===== src/rtl/weight_fetch.sv =====
// weight_fetch: read-side sequencer for the weight RAM buffer.
// Streams len words from base_addr, repeated passes times, to the GEMM array.
// The RAM's one-cycle read latency is hidden behind a 2-entry skid FIFO, and
// reads are only issued while a FIFO slot is guaranteed for the returning word.
module weight_fetch #(
    parameter int ADDR_SIZE  = 10,
    parameter int DATA_WIDTH = 32,
    parameter int PASS_W     = 8
) (
    input  logic                  clk,
    input  logic                  rstn,
    input  logic                  start,
    input  logic [ADDR_SIZE-1:0]  base_addr,
    input  logic [ADDR_SIZE:0]    len,
    input  logic [PASS_W-1:0]     passes,
    output logic                  busy,
    output logic [ADDR_SIZE-1:0]  weight_addr,
    output logic                  w_addr_vld,
    input  logic [DATA_WIDTH-1:0] weight_data,
    output logic [DATA_WIDTH-1:0] wt_data,
    output logic                  wt_valid,
    input  logic                  wt_ready,
    output logic                  wt_last,
    output logic                  w_done
);

    typedef enum logic [1:0] {S_IDLE, S_FETCH, S_DRAIN, S_DONE} state_t;

    localparam logic [ADDR_SIZE:0] LEN_ONE  = 1;
    localparam logic [PASS_W-1:0]  PASS_ONE = 1;

    state_t                 r_state, w_next;
    logic [ADDR_SIZE-1:0]   r_base;
    logic [ADDR_SIZE:0]     r_len;
    logic [PASS_W-1:0]      r_passes;
    logic [ADDR_SIZE:0]     r_idx;
    logic [PASS_W-1:0]      r_pass;
    logic                   r_inflight;
    logic                   r_tag_d;

    logic [DATA_WIDTH-1:0]  r_fifo_d [2];
    logic                   r_fifo_l [2];
    logic                   r_wp, r_rp;
    logic [1:0]             r_count;

    logic                   w_pop, w_push, w_issue, w_credit;
    logic                   w_idx_last, w_pass_last, w_accept, w_empty_job;
    logic [2:0]             w_occ;

    assign w_accept    = (r_state == S_IDLE) && start;
    assign w_empty_job = (len == '0) || (passes == '0);
    assign w_idx_last  = (r_idx == r_len - LEN_ONE);
    assign w_pass_last = (r_pass == r_passes - PASS_ONE);

    assign wt_valid = (r_count != 2'd0);
    assign w_pop    = wt_valid && wt_ready;
    assign w_push   = r_inflight;

    // Occupancy after this cycle's pop, counting the word still coming back
    // from the RAM; a new read is allowed only if it leaves a free slot.
    assign w_occ    = {1'b0, r_count} + {2'b0, r_inflight} - {2'b0, w_pop};
    assign w_credit = (w_occ < 3'd2);
    assign w_issue  = (r_state == S_FETCH) && w_credit;

    assign w_addr_vld  = w_issue;
    assign weight_addr = r_base + r_idx[ADDR_SIZE-1:0];
    assign busy        = (r_state == S_FETCH) || (r_state == S_DRAIN);
    assign w_done      = (r_state == S_DONE);

    assign wt_data = r_fifo_d[r_rp];
    assign wt_last = r_fifo_l[r_rp] && wt_valid;

    // State register
    always_ff @(posedge clk or negedge rstn) begin
        if (!rstn) r_state <= S_IDLE;
        else       r_state <= w_next;
    end

    // Next-state logic; DRAIN finishes in the cycle the final word pops
    always_comb begin
        w_next = r_state;
        case (r_state)
            S_IDLE:  if (start) w_next = w_empty_job ? S_DONE : S_FETCH;
            S_FETCH: if (w_issue && w_idx_last && w_pass_last) w_next = S_DRAIN;
            S_DRAIN: if (w_occ == 3'd0) w_next = S_DONE;
            S_DONE:  w_next = S_IDLE;
            default: w_next = S_IDLE;
        endcase
    end

    // Job parameters, index/pass counters and read-return tracking
    always_ff @(posedge clk or negedge rstn) begin
        if (!rstn) begin
            r_base     <= '0;
            r_len      <= '0;
            r_passes   <= '0;
            r_idx      <= '0;
            r_pass     <= '0;
            r_inflight <= 1'b0;
            r_tag_d    <= 1'b0;
        end else begin
            r_inflight <= w_issue;
            r_tag_d    <= w_issue && w_idx_last;
            if (w_accept) begin
                r_base   <= base_addr;
                r_len    <= len;
                r_passes <= passes;
                r_idx    <= '0;
                r_pass   <= '0;
            end else if (w_issue) begin
                if (w_idx_last) begin
                    r_idx  <= '0;
                    r_pass <= r_pass + PASS_ONE;
                end else begin
                    r_idx  <= r_idx + LEN_ONE;
                end
            end
        end
    end

    // Two-entry skid FIFO holding returned words and their last-of-pass tag
    always_ff @(posedge clk or negedge rstn) begin
        if (!rstn) begin
            r_fifo_d[0] <= '0;
            r_fifo_d[1] <= '0;
            r_fifo_l[0] <= 1'b0;
            r_fifo_l[1] <= 1'b0;
            r_wp        <= 1'b0;
            r_rp        <= 1'b0;
            r_count     <= 2'd0;
        end else begin
            if (w_push) begin
                r_fifo_d[r_wp] <= weight_data;
                r_fifo_l[r_wp] <= r_tag_d;
                r_wp           <= ~r_wp;
            end
            if (w_pop) r_rp <= ~r_rp;
            r_count <= r_count + {1'b0, w_push} - {1'b0, w_pop};
        end
    end

endmodule


===== config.mk =====
export PLATFORM = sky130hd
export DESIGN_NAME = weight_fetch
export DESIGN_NICKNAME = d
export VERILOG_FILES = /design/src/rtl/weight_fetch.sv
export SDC_FILE = /design/constraint.sdc
export NUM_CORES = 1
export LEC_CHECK = 0
export ABC_AREA = 1
export CAP_MARGIN = 20
export CELL_PAD_IN_SITES_DETAIL_PLACEMENT = 0
export CELL_PAD_IN_SITES_GLOBAL_PLACEMENT = 1
export CORE_UTILIZATION = 46
export DETAILED_ROUTE_END_ITERATION = 10
export DONT_BUFFER_PORTS = 1
export GPL_ROUTABILITY_DRIVEN = 0
export PLACE_DENSITY_LB_ADDON = 0.1
export SLEW_MARGIN = 20
export SYNTH_ARGS = -nofsm -noshare
export SYNTH_HDL_FRONTEND = slang
export SYNTH_SLANG_ARGS = --single-unit
export TNS_END_PERCENT = 30

===== constraint.sdc =====
create_clock -name clk -period 4.55 [get_ports clk]
set_input_delay 1.365 -clock clk [delete_from_list [all_inputs] [get_ports clk]]
set_output_delay 1.365 -clock clk [all_outputs]
set_load 0.02 [all_outputs]

=== Word level (Yosys, flattened, before mapping) ===
Index checks and enable logic that the tools add are counted.

* Register bits: 122
* Latch bits: 0
* RAM bits: 0
* Memory bits (read-only): 0
* Input bits: 65
* Output and inout bits: 47
* Logic and storage cells: 81
* Memories kept: 0

* Add/sub/neg operators: 9
* Multipliers: 0
* Div/mod/pow operators: 0
* Magnitude comparators: 4
* Equal/unequal tests: 8
* Shift operators: 0
* Multiplexer cells: 23
* Bitwise operators: 4
* Reduce and logical (&&, ||, !) cells: 18

{| class="wikitable"
|+ Operators with widths
! operator !! number
|-
| $mux W32 || 4
|-
| $bwmux W64 || 1
|-
| $mux W11 || 3
|-
| $demux W32 S1 || 1
|-
| $mux W8 || 3
|-
| $add A11 B1 Y11 const B || 1
|-
| $eq A11 B11 Y1 || 1
|-
| $logic_not A11 Y1 || 1
|-
| $sub A11 B1 Y11 const B || 1
|-
| $add A10 B10 Y10 || 1
|-
| $add A8 B1 Y8 const B || 1
|-
| $eq A8 B8 Y1 || 1
|-
| $logic_not A8 Y1 || 1
|-
| $mux W2 || 4
|-
| $pmux W2 S4 || 1
|-
| $sub A8 B1 Y8 const B || 1
|-
| $logic_and A1 B1 Y1 || 7
|-
| $reduce_bool A2 Y1 || 3
|-
| $eq A2 B2 Y1 const B || 2
|-
| $ge A2 B2 Y1 const B || 2
|-
| $mux W1 || 4
|-
| $ne A2 B1 Y1 const B || 2
|-
| $not A1 Y2 || 2
|-
| $add A2 B1 Y3 || 1
|-
| other kinds (15) || 17
|}

=== Logic depth before layout (Yosys ltp) ===
* Depth after elaboration: 9
* Depth in mapped cells: 18
* Mapped depth without buffers: 18

=== Least setup slack after synthesis ===
Ideal clock, no wire load.

* Path kind: input to output
* Start: in wt_ready
* End: out w_addr_vld
* Arrival: 2981 ps
* Path slack: 204 ps
* Stages: 9
* Path buffers: 0
* Path through: nand2_1 > inv_1 > ha_1 > inv_1 > ha_1 > fa_1 > nor3_2 > nand2_2 > inv_1

* Cells in the longest elaborated chain, start to end: 4

{| class="wikitable"
|+ RTL lines
! item !! RTL line !! RTL
|-
| start: declaration || 22 || <nowiki>input logic wt_ready,</nowiki>
|-
| $logic_and A1 B1 Y1 || 56 || <nowiki>assign w_pop = wt_valid && wt_ready;</nowiki>
|-
| named net w_pop || 46 || <nowiki>logic w_pop, w_push, w_issue, w_credit;</nowiki>
|-
| $sub A3 B1 Y3 || 61 || <nowiki>assign w_occ = {1'b0, r_count} + {2'b0, r_inflight} - {2'b0, w_pop};</nowiki>
|-
| named net w_occ[1] || 48 || <nowiki>logic [2:0] w_occ;</nowiki>
|-
| $lt A3 B2 Y1 || 62 || <nowiki>assign w_credit = (w_occ < 3'd2);</nowiki>
|-
| $logic_and A1 B1 Y1 || 63 || <nowiki>assign w_issue = (r_state == S_FETCH) && w_credit;</nowiki>
|-
| end: declaration || 18 || <nowiki>output logic w_addr_vld,</nowiki>
|}

The timed path passes the listed nets, and every way through them passes these cells.

=== Final worst setup path ===
Same ends and word-level chain as after synthesis.

==> metrics.csv <==
metric;value;unit
ant diodes;0;
Initial Util;47.04;%
post-DR wirelength/cell;13.61;µm
synth warn;0;
post_cts resized;0;
total power;5.426;mW
endpoints failing setup;0;
power density of the placed cells;752.1;nW/µm²
Synth Instances;858;
Hold Vio Cnt, Final;0;
initial antenna violation count;0;
ratio of cells with drive above 1 in the final layout;5.434;%
most frequent cells in the layout;324 x nand2_1, 122 x dfrtp_1, 103 x inv_1;
run status;completed;
Worst Path Required;3.18;ns
commonest non-fill, non-tap cell in the layout;nand2_1;
data arrival time of the critical path;3.08;ns
Sink Count;122;
TritonRoute pass-1 iters;5;
DRC;0;
Vias;5144;
Max VDD drop;0.0002857;V
CP endpoint kind;output pin;
setup bufs post-CTS;0;
fmax;225.2;MHz
vias in the first global route;4911;
CTS tree;yes;
root buffer cell;clkbuf_16;
syn_area_per_cell;7.580;µm²
Global Route Usage Sum;20.88;%
Slew @ Worst Pin;0.8805;ns
WS Path Type;in -> out;
DP Area;6665;µm²
first-pass GRT wire length;23730;µm
Die Span Y;120.9;µm
cts bufs inserted;17;
IO Count;112;
Worst-Skew Late Latency;0.41;ns
Post-CTS Hold Buffers;0;
routed wire length;14220;µm
ranking of synthesized cells by area;dfrtp_1 47%, nand2_1 19%, o21ai_0 7.2%;
filler instances;1336;
Final Cycle Share;97.58;%
Reg clk slew, reported paths;0.05;ns
#FFs+latches synth;122;
worst-path fanout max;4;
critical path's slowest cell;fa_1;
post-route ant nets;0;
Max-cap violations;0;
Period minus WS final;4.440;ns
core area;13830;µm²
crit path cell chain;nand2_1 -> inv_1 -> ha_1 -> inv_1 -> ha_1 -> fa_1 -> nor3_2 -> nand2_2 -> inv_1;
Layout area overhead;10.93;%
Max stage delay on crit path;0.48;ns
port buffer count;0;
design area;7214;µm²
First DRT Iteration DRCs;399;
Max Buffers Root-to-Sink;2;
register area share after synthesis;46.94;%
area share of the largest cell type after synthesis;46.94;%
post-DP HPWL;9877;µm
Pleak;3.783;nW
pin count of the biggest net entering global routing;123;
CTS H-tree depth;4;
Setup Skew;0.007126;ns
syn nets;945;
Hold Path Class;reg -> reg;
Die ar.;14620;µm²
Rel. slew slack;41.24;%
DIE WIDTH;120.9;µm
most used cell, CP;inv_1;
Slew Viols, Final;0;
startpoint types;primary input;
Final TNS setup;0;ns
total gr overflow;0;
unrepaired setup endpoints after global routing;false;
FP Rows;43;
cell area after synthesis;6504;µm²
Final #Nets;939;
largest area contributor in the netlist;dfrtp_1;
Yosys cell types;32;
Vias/cell;4.922;
-- final cells by class --
type / count / area (µm²) / area share (%)
inverter: 104 / 390.4 / 5.411
tap: 180 / 225.2 / 3.122
clock inverter: 8 / 70.07 / 0.9712
sequential: 122 / 3053 / 42.32
multi-input combinational: 603 / 2954 / 40.95
clock buffer: 24 / 471.7 / 6.538
timing repair buffer: 4 / 50.05 / 0.6937
-- synth_stat cells (all sizes together) --
library cell,count
buf,1
a21boi,1
a21oi,9
o22ai,4
xor2,20
nor3b,1
nand2,328
nor3,6
nand3,39
fa,2
a21o,1
xnor2,9
o21ai,98
nor2,44
nor4,5
ha,20
inv,103
clkinv,1
or2,2
a31oi,3
nand3b,1
dfrtp,122
nand4,8
o2111ai,1
o21a,1
clkbuf,28
-- where the power goes --
| group | internal (mW) | switching [mW] |
|---|---|---|
| registers | 1.56 | 0.317 |
| logic | 0.707 | 1.61 |
| clock network | 0.773 | 0.460 |
| total | 3.04 | 2.39 |
-- metal layers --
layer / vias up / routed length (µm) / GRT usage, %
met4: 0 / 201 / 7.793
li1: 2683 / - / -
met3: 18 / 626 / 4.605
met2: 122 / 6596 / 33.54
met5: - / 0 / 0
met1: 2321 / 6793 / 27.55
-- worst max-delay path, delay by kind of cell --
family	cells	cell delay [ns]
fa+ha+maj	3	0.92
buf+inv	3	0.32
simple gates	3	0.46
-- kinds of logic (layout without fill, tap and decap cells) --
| group | Yosys count | after routing | synth area share [%] |
|---|---|---|---|
| xor gates and xnor gates | 29 | 29 | 3.905 |
| adders and majority gates | 22 | 22 | 4.463 |
| DFF | 122 | 122 | 46.94 |
| and+or+nand+nor | 434 | 434 | 27.11 |
| AOI/OAI and AO/OA | 118 | 118 | 9.792 |
| buffers and inverters | 133 | 140 | 7.791 |
-- flip-flops by register name (all words and copies together), names as in the netlist --
signal	flops
r_rp	1
r_count	2
r_len	11
r_pass	8
r_fifo_d	64
r_inflight	1
r_idx	11
r_base	10
r_passes	8
r_wp	1
r_fifo_l	2
r_tag_d	1
r_state	2
-- per-stage QoR --
step | setup slack [ns] | hold WS (ns) | instances | utilization [%]
floorplan | 0.2038 | 0.4529 | 858 | -
global placement | 0.1606 | 0.4658 | 1012 | 48.00
detailed placement | 0.1048 | 0.4732 | 1013 | 48.20
CTS | 0.09617 | 0.4870 | 1045 | 52.12
global route | 0.006773 | 0.5006 | 1045 | 52.18
finish | 0.1100 | 0.4838 | 1045 | 52.18
-- path summary, 6_finish.rpt --
check	startpoint	endpoint	slack [ns]	depth (start not counted)
worst max-delay path	wt_ready	w_addr_vld	0.11	9
worst min-delay path	r_fifo_d[59]	r_fifo_d[59]	0.48	2
worst max register to register	r_count[1]	r_idx[10]	1.33	16
worst min register to register	r_fifo_d[59]	r_fifo_d[59]	0.48	2
max in group asynchronous	rstn	r_len[9]	3.74	0
min in group asynchronous	rstn	r_fifo_d[40]	0.65	0
(Power assumes the default switching activity.)
